===== src/rtl/wb_port_arbiter.sv =====
// Writeback port arbiter: shares the register file's single write port
// between the in-order pipeline (requester 0) and the multi-cycle unit
// (requester 1). Requester 0 has fixed priority. Requester 1 is forced
// through after maxWait consecutive denied cycles. A pending-write scoreboard
// tracks the destinations of issued multi-cycle ops so that readers can
// detect hazards.
module wb_port_arbiter #(
    parameter int width     = 32,
    parameter int addrWidth = 5,
    parameter int maxWait   = 4
) (
    input  logic                 clock,
    input  logic                 clear,

    input  logic                 req0Valid,
    output logic                 req0Ready,
    input  logic [addrWidth-1:0] req0Addr,
    input  logic [width-1:0]     req0Data,

    input  logic                 req1Valid,
    output logic                 req1Ready,
    input  logic [addrWidth-1:0] req1Addr,
    input  logic [width-1:0]     req1Data,

    input  logic                 issue1Valid,
    input  logic [addrWidth-1:0] issue1Addr,

    input  logic [addrWidth-1:0] chkAddrA,
    input  logic [addrWidth-1:0] chkAddrB,
    output logic                 hazardA,
    output logic                 hazardB,

    output logic                 regWriteEnable,
    output logic [addrWidth-1:0] addrD,
    output logic [width-1:0]     dataD,
    output logic                 grantOwner,
    output logic                 errOverlap
);

    localparam int NumRegs = 2 ** addrWidth;
    // maxWait is limited to 1..15, so four bits always hold the count.
    localparam int WaitW   = 4;
    localparam logic [WaitW-1:0] WaitMax = WaitW'(maxWait);

    // ------------------------------------------------------------------
    // State
    // ------------------------------------------------------------------
    logic [WaitW-1:0]     waitCnt_q,    waitCnt_d;
    logic [NumRegs-1:0]   pending_q,    pending_d;
    logic                 wen_q,        wen_d;
    logic [addrWidth-1:0] addr_q,       addr_d;
    logic [width-1:0]     data_q,       data_d;
    logic                 owner_q,      owner_d;
    logic                 errOverlap_q, errOverlap_d;

    // ------------------------------------------------------------------
    // Arbitration
    // ------------------------------------------------------------------
    logic starve;   // requester 1 has waited long enough to be forced through
    logic xfer0;    // requester 0 transfers at the coming edge
    logic xfer1;    // requester 1 transfers at the coming edge

    // Fixed priority to requester 0 unless requester 1 has hit the wait limit.
    always_comb begin
        starve    = (waitCnt_q == WaitMax);
        req0Ready = req0Valid && (!req1Valid || !starve);
        req1Ready = req1Valid && (!req0Valid ||  starve);
        xfer0     = req0Valid && req0Ready;
        xfer1     = req1Valid && req1Ready;
    end

    // Count consecutive denied cycles of requester 1, saturating at the limit.
    always_comb begin
        waitCnt_d = waitCnt_q;
        if (!req1Valid || req1Ready) begin
            waitCnt_d = '0;
        end else if (waitCnt_q != WaitMax) begin
            waitCnt_d = waitCnt_q + WaitW'(1);
        end
    end

    // ------------------------------------------------------------------
    // Output stage: one-cycle latency to the register file write port.
    // Writes to register 0 are accepted but never enable the write.
    // ------------------------------------------------------------------

    // Select the accepted transfer (at most one) into the output registers.
    always_comb begin
        wen_d   = 1'b0;
        addr_d  = addr_q;
        data_d  = data_q;
        owner_d = owner_q;
        if (xfer0) begin
            wen_d   = (req0Addr != '0);
            addr_d  = req0Addr;
            data_d  = req0Data;
            owner_d = 1'b0;
        end else if (xfer1) begin
            wen_d   = (req1Addr != '0);
            addr_d  = req1Addr;
            data_d  = req1Data;
            owner_d = 1'b1;
        end
    end

    // ------------------------------------------------------------------
    // Scoreboard: one pending bit per register. An issue sets the bit,
    // a requester 1 writeback to the same register clears it; when both
    // happen together the new op is outstanding, so set wins. Register 0
    // is hardwired and never pending.
    // ------------------------------------------------------------------
    generate
        for (genvar gi = 0; gi < NumRegs; gi++) begin : g_pend
            if (gi == 0) begin : g_zero
                assign pending_d[gi] = 1'b0;
            end else begin : g_bit
                logic set_bit;
                logic clr_bit;
                assign set_bit = issue1Valid && (issue1Addr == addrWidth'(gi));
                assign clr_bit = xfer1 && (req1Addr == addrWidth'(gi));
                assign pending_d[gi] = set_bit || (pending_q[gi] && !clr_bit);
            end
        end
    endgenerate

    logic issue_hits_pending;   // issue targets a register already outstanding
    logic issue_is_cleared;     // ... whose writeback completes this same cycle

    // Flag a second issue to a register whose earlier op has not written back.
    always_comb begin
        issue_hits_pending = issue1Valid && (issue1Addr != '0) && pending_q[issue1Addr];
        issue_is_cleared   = xfer1 && (req1Addr == issue1Addr);
        errOverlap_d       = errOverlap_q || (issue_hits_pending && !issue_is_cleared);
    end

    // Hazards reflect the scoreboard as it stood before the coming edge.
    always_comb begin
        hazardA = pending_q[chkAddrA] && (chkAddrA != '0);
        hazardB = pending_q[chkAddrB] && (chkAddrB != '0);
    end

    // ------------------------------------------------------------------
    // Registers
    // ------------------------------------------------------------------

    // All state clears immediately when clear goes low and holds while low.
    always_ff @(posedge clock or negedge clear) begin
        if (!clear) begin
            waitCnt_q    <= '0;
            pending_q    <= '0;
            wen_q        <= 1'b0;
            addr_q       <= '0;
            data_q       <= '0;
            owner_q      <= 1'b0;
            errOverlap_q <= 1'b0;
        end else begin
            waitCnt_q    <= waitCnt_d;
            pending_q    <= pending_d;
            wen_q        <= wen_d;
            addr_q       <= addr_d;
            data_q       <= data_d;
            owner_q      <= owner_d;
            errOverlap_q <= errOverlap_d;
        end
    end

    assign regWriteEnable = wen_q;
    assign addrD          = addr_q;
    assign dataD          = data_q;
    assign grantOwner     = owner_q;
    assign errOverlap     = errOverlap_q;

endmodule


===== config.mk =====
export PLATFORM = sky130hd
export DESIGN_NAME = wb_port_arbiter
export DESIGN_NICKNAME = d
export VERILOG_FILES = /design/src/rtl/wb_port_arbiter.sv
export SDC_FILE = /design/constraint.sdc
export NUM_CORES = 1
export LEC_CHECK = 0
export ABC_CLOCK_PERIOD_IN_PS = 2500
export BUFFER_PORTS_ARGS = -buffer_cell sky130_fd_sc_hd__buf_2
export CORE_MARGIN = 4
export CORE_UTILIZATION = 52
export CTS_CLUSTER_DIAMETER = 30
export DETAILED_ROUTE_END_ITERATION = 16
export PLACE_DENSITY_LB_ADDON = 0.15
export SKIP_CTS_REPAIR_TIMING = 1
export SYNTH_ARGS = -nofsm -noshare
export SYNTH_HDL_FRONTEND = slang
export SYNTH_SLANG_ARGS = --single-unit

===== constraint.sdc =====
create_clock -name clock -period 2.5 [get_ports clock]
set_clock_uncertainty 0.15 [all_clocks]
set_input_delay 0.25 -clock clock [delete_from_list [all_inputs] [get_ports clock]]
set_output_delay 0.25 -clock clock [all_outputs]
set_load 0.02 [all_outputs]

==> results of run 1 <==
kinds of logic after synthesis:
| group | synth area share (%) |
|---|---|
| flops | 43.27 |
| simple gates | 13.64 |
| buf+inv | 4.240 |
| compound gates | 20.48 |
| mux | 16.38 |
| xor+xnor | 1.413 |
| fa+ha+maj | 0.5768 |
layer usage:
layer	vias to the layer above	share of wire, %	GRT usage (%)
met5	-	0	0
met4	0	2.3	8.613
met3	28	8.8	7.504
met2	220	49	41.68
met1	1987	40	34.03
li1	1873	-	-
final cells by class:
class	instances	share of cell area, %
clock buffer	11	2.796
multi-input combinational	301	42.07
sequential	75	34.66
clock inverter	5	1.109
inverter	10	0.6932
timing repair buffer	159	16.24
tap	105	2.426
worst register-to-register path, stage by stage (launching register included):
cell and delay [ps]:
dfrtp_1 410, inv_1 70, ha_1 160, nand3b_1 190, buf_4 200, a2111o_1 470, o21ai_1 170, o21ai_1 90
registers in the layout (all words and copies together), names as in the netlist:
name and count:
addrD 5, waitCnt_q 4, errOverlap 1, grantOwner 1, dataD 32, pending_q 31
regWriteEnable 1
power by group through the flow:
| stage | registers [mW] | clock network, mW | logic, mW |
|---|---|---|---|
| after floorplan | 1.62 | 0 | 0.577 |
| after global placement | 1.61 | 0 | 0.926 |
| after detailed placement | 1.61 | 0 | 0.954 |
| after CTS | 1.59 | 0.997 | 0.954 |
| after global routing | 1.62 | 1.05 | 1.06 |
| final | 1.60 | 0.983 | 0.965 |
cell usage after synthesis (all sizes together):
cell and n:
xnor2 6, nor2 32, nor2b 5, mux4 19, nor3 22, xor2 1, mux2 7, o22ai 26
a2111oi 2, nand2b 11, mux2i 20, clkbuf 19, o41ai 7, a32o 1, or4 1, nand3 8
inv 9, nand3b 5, a2111o 6, buf 13, o221a 16, a21o 1, dfrtp 75, a221oi 1
clkinv 1, o21ai 55, or2 4, a21oi 2, o311ai 3, ha 2, or3 1, a311o 1
nand4b 3, nand2 30, a221o 2, nand4 1
cells in the final DEF (no fill, tap or decap), types with 4 or more instances in the layout:
cell,synthesis,routed
a2111o_1,6,6
buf_2,9,136
buf_4,2,13
clkbuf_8,0,11
dfrtp_1,75,75
dlygate4sd3_1,0,9
inv_1,8,8
mux2_2,4,4
mux2i_1,20,20
mux4_2,18,18
nand2_1,30,30
nand2b_1,11,11
nand3_1,8,8
nand3b_1,5,5
nor2_1,32,32
nor2b_1,5,5
nor3_1,22,22
o21ai_1,55,55
o221a_1,16,16
o22ai_1,26,26
o41ai_1,7,7
xnor2_1,6,6
worst paths after layout:
check	cells after the start	slack, ps	to	from
max in group asynchronous	3	1290	pending_q[1]	clear
min reg2reg	1	350	waitCnt_q[0]	waitCnt_q[0]
min in group asynchronous	2	280	pending_q[21]	clear
max	5	160	hazardB	pending_q[12]
min	3	-20	dataD[15]	req0Data[15]
max reg2reg	7	470	pending_q[21]	waitCnt_q[0]
stage by stage:
| step | TNS [ps] | instances |
|---|---|---|
| floorplan | 0 | 418 |
| global placement | 0 | 638 |
| detailed placement | 0 | 638 |
| CTS | -44.01 | 654 |
| global route | 0 | 666 |
| finish | 0 | 666 |
==> results.py, run 1 <==
metrics = {
    "place": {
        "placed_area_mm2": 0.005086,
        "dp_hpwl_um": 9280,
        "place_ws_ps": 363.3,
        "numPortBuffers": 137,
        "gp_congestion": 0.9239,
    },
    "clock_tree": {
        "cts_buffers": 9,
        "clk_pin_slew_ps": 80,
        "cts_max_path_buffers": 2,
        "htree_levels": 3,
        "numClockSinks": 75,
        "root_buffer": "clkbuf_8",
        "cts_tree": "built",
        "clk_latency_ps": 350,
    },
    "cells_and_area": {
        "multi_input_area_mm2": 0.002278,
        "fillers": 691,
        "area_growth_pct": 24.83,
        "utilization_pct": 66.24,
        "seqCellArea_mm2": 0.001877,
        "antenna_cells": 0,
        "drive_above_1_share_pct": 34.58,
        "fin_area_mm2": 0.005415,
        "fin_nets": 652,
    },
    "floorplan": {
        "die-area_mm2": 0.009867,
        "dieHeight_um": 99.34,
        "ios": 138,
        "rows": 33,
        "die_w_um": 99.34,
        "coreArea_mm2": 0.008175,
        "start_util_pct": 53.06,
    },
    "logic_synthesis": {
        "ys_ff_latch": 75,
        "synthTopCellsByArea": "dfrtp_1 43%, mux4_2 9.3%, o21ai_1 6.3%",
        "yosysWarningCount": 0,
        "syn_area_mm2": 0.004338,
        "synthCells": 418,
        "syn-num-nets": 514,
        "synth_top_area_share_pct": 43.27,
        "ys_seq_area_share_pct": 43.27,
        "ys_types": 45,
        "synth_top_cell_by_area": "dfrtp_1",
        "synth.avg_cell_area_um2": 10.38,
    },
    "timing": {
        "maxSlewViolCount": 0,
        "slew_headroom_pct": 61.37,
        "period_share_pct": 93.62,
        "hold_slack_ps": -18.56,
        "setup_violations": 0,
        "setup_ws_ps": 159.5,
        "rsz0062_at_grt": "no",
        "final_hold_viol_count": 9,
        "min_period_ps": 2341,
        "fmaxAchievable_ghz": 0.4273,
        "tightest_slew_ps": 579.4,
    },
    "critical_path": {
        "max_stage_delay_ps": 440,
        "critPathCaptureType": "output pin",
        "crit_buf_inv": 1,
        "crit_path_cell_trace": "mux2_1 > a221o_1 > a21oi_1 > o311ai_1 > buf_2",
        "start_kind": "flop",
        "critical_path.top_delay_family": "compound AO/OA/AOI/OAI gates",
        "cp_max_fo": 4,
        "critical_path_arrival_ps": 1940,
        "critical_path_class": "flop to output pin",
        "crit_required_ps": 2100,
        "cp_slowest_cell": "dfrtp_1",
    },
    "power": {
        "power_frac_seq_pct": 45.2,
        "power_density_mw_per_mm2": 655.7,
        "p_leak_nw": 2.329,
        "switching_share_pct": 32.65,
        "ir_drop_v": 0.0003182,
        "power_frac_comb_pct": 27.2,
        "clockPowerShare_pct": 27.7,
        "p_sw_mw": 1.159,
        "total_power_mw": 3.551,
        "intPower_mw": 2.392,
    },
    "worst_hold_path": {
        "min_path_type": "primary input to flop",
    },
    "grt": {
        "grt_pass1_wl_um": 20360,
        "grt_start_max_net_pins": 45,
        "antenna_found_initial": 0,
        "grt_util_all_layers_pct": 25.96,
        "grt-ovfl-total": 0,
        "grt_pass1_vias": 4127,
    },
    "route": {
        "drc": 0,
        "wl_um": 12560,
        "wire_per_inst_um": 18.86,
        "routed_via_density": 6.168,
        "drt_iter0_drc": 298,
        "postRouteAntennaNets": 0,
        "drt_first_pass_iters": 5,
        "vias": 4108,
    },
    "flow_run": {
        "max_cap_violations": 0,
    },
    "run_status": {
        "violations": "negative hold slack",
        "status": "complete, but fails checks",
    },
}
Power figures use the tool's default switching activity.
==> inputs of run 2 (changes only) <==
- ABC_AREA: unset -> 1
==> run 2 against run 1 <==
Against the previous run:
- the run now ends clean
- non-clock buffer count is 15 lower
- fmax up 8.1%
- final cell count is 29% higher
- critical endpoint is now req1Ready
- largest cell class unchanged
- largest power group unchanged
==> results.py, run 2 <==
metrics = {
    "run_status": {
        "status": "complete, no violations",
    },
    "logic_synthesis": {
        "async_reset_ff_share_pct": 100.0,
        "syn-num-nets": 721,
        "synth_top_area_share_pct": 40.53,
        "ys_seq_area_share_pct": 40.53,
        "synthCells": 625,
        "synth_ff_type": "dfrtp_1",
        "synth_top_cell_by_area": "dfrtp_1",
        "synthTopCellsByCount": "127 x nand2_1, 77 x inv_1, 75 x dfrtp_1",
        "synth_edf_count": 0,
        "syn_area_mm2": 0.004631,
        "yosysMostFrequentCell": "nand2_1",
        "synth.avg_cell_area_um2": 7.409,
        "ys_types": 35,
        "ys_ff_latch": 75,
        "yosysWarningCount": 0,
        "synthTopCellsByArea": "dfrtp_1 41%, nand2_1 10%, inv_1 6.2%",
    },
    "clock_tree": {
        "clk_pin_slew_ps": 90,
        "clk_latency_ps": 340,
        "root_buffer": "clkbuf_8",
        "cts_buffers": 9,
        "cts_tree": "built",
        "cts_max_path_buffers": 2,
        "numClockSinks": 75,
        "htree_levels": 3,
    },
    "grt": {
        "grt_util_all_layers_pct": 26.58,
        "grt_pass1_wl_um": 22030,
        "grt_pass1_vias": 4654,
        "grt_start_max_net_pins": 76,
        "grt-ovfl-total": 0,
        "antenna_found_initial": 0,
    },
    "power": {
        "ir_drop_v": 0.0003433,
        "power_density_mw_per_mm2": 625.0,
        "p_leak_nw": 2.771,
        "total_power_mw": 3.443,
    },
    "timing": {
        "min_period_ps": 2165,
        "hold_slack_ps": 6.289,
        "final_hold_viol_count": 0,
        "maxSlewViolCount": 0,
        "setup_violations": 0,
        "period_share_pct": 86.61,
        "setup_ws_ps": 334.6,
        "slew_headroom_pct": 37.27,
        "fmaxAchievable_ghz": 0.4618,
        "finalSetupTns_ps": 0,
        "tightest_slew_ps": 940.9,
        "rsz0062_at_grt": "no",
    },
    "cells_and_area": {
        "seqCellArea_mm2": 0.001877,
        "fin_cells": 860,
        "area_growth_pct": 18.94,
        "final_common_cell": "buf_2",
        "largest_reg_flops": 32,
        "multi_input_area_mm2": 0.002232,
        "drive_above_1_share_pct": 26.99,
        "antenna_cells": 0,
        "utilization_pct": 63.47,
        "fillers": 809,
        "final_cell_mix": "136 x buf_2, 127 x nand2_1, 77 x inv_1",
        "fin_nets": 844,
        "fin_area_mm2": 0.005508,
    },
    "place": {
        "gp_congestion": 0.9730,
        "place_ws_ps": 675.8,
        "numPortBuffers": 137,
        "dp.cells": 844,
        "dp_hpwl_um": 9897,
        "placed_area_mm2": 0.005298,
    },
    "route": {
        "drt_first_pass_iters": 5,
        "wire_per_inst_um": 15.54,
        "wl_um": 13370,
        "drc": 0,
        "routed_via_density": 5.514,
        "vias": 4742,
        "postRouteAntennaNets": 0,
        "drt_iter0_drc": 396,
    },
    "floorplan": {
        "start_util_pct": 53.36,
        "die-area_mm2": 0.01048,
        "rows": 34,
        "coreArea_mm2": 0.008678,
        "ios": 138,
        "dieHeight_um": 102.4,
        "die_w_um": 102.4,
    },
    "critical_path": {
        "worst-r2r-setup-slack_ps": 680,
        "r2r-start": "waitCnt_q[0]",
        "critPathCaptureType": "output pin",
        "cp_max_fo": 29,
        "critical_path_arrival_ps": 1770,
        "rr_worst_depth": 8,
        "start_kind": "flop",
        "reg2reg_to": "dataD[7]",
        "critical_path_class": "flop to output pin",
        "crit_required_ps": 2100,
    },
    "worst_hold_path": {
        "min_path_type": "primary input to flop",
        "worstHoldStart": "req1Data[22]",
        "whs_endpoint": "dataD[22]",
        "hold_depth": 3,
    },
    "flow_run": {
        "max_cap_violations": 0,
    },
}
run 2: changes by cell type after synthesis, sizes merged, moves of 20 or more:
cell   previous run  this run
inv               9        82
o21ai            55        93
mux2i            20         0
a21oi             2        54
nor3             22         0
nand2            30       130
nand3             8        32
nor2             32        68
run 2: metal layers:
layer / global-route usage, % / up-vias / share of wire, %
li1: - / 2312 / -
met1: 35.26 / 2192 / 41
met2: 42.58 / 211 / 48
met3: 5.256 / 27 / 8.8
met4: 11.20 / 0 / 2.0
met5: 0 / - / 0
run 2: report_power, final:
part	total [mW]	switching [mW]	internal, mW
registers	1.58	0.184	1.40
clock network	0.946	0.458	0.488
logic	0.915	0.577	0.338
total	3.44	1.22	2.22
run 2: worst max path at each step:
stage                             from  depth (start not counted)   endpoint
after global routing      waitCnt_q[0]                          6  req0Ready
after global placement    waitCnt_q[0]                          8  req1Ready
final                     waitCnt_q[0]                          8  req1Ready
after floorplan           waitCnt_q[0]                          9   addrD[0]
after detailed placement  waitCnt_q[0]                          8   dataD[6]
after CTS                 waitCnt_q[0]                          8  req1Ready
run 2: kinds of logic after synthesis:
kind of cell / share of synthesized area, %
AO/OA/AOI/OAI: 24.86
AND/OR/NAND/NOR: 21.67
adder cells (fa/ha/maj): 0.5403
XOR/XNOR: 1.135
buffers and inverters: 11.27
flip-flops: 40.53
run 2: final cells by class:
| type | count | share of cell area, % |
|---|---|---|
| flip-flops and latches | 75 | 34.08 |
| repair buffers | 144 | 13.72 |
| multi-input cells | 436 | 40.53 |
| clock inverters | 5 | 1.136 |
| clock buffers | 10 | 2.499 |
| well taps | 108 | 2.453 |
| inverters | 82 | 5.588 |
run 2: critical path, stage by stage (launching register included):
cell	delay, ps
dfrtp_1	420
inv_1	70
ha_1	150
nand3_2	100
nand2_2	70
inv_2	60
nor2_8	140
buf_12	200
buf_2	190
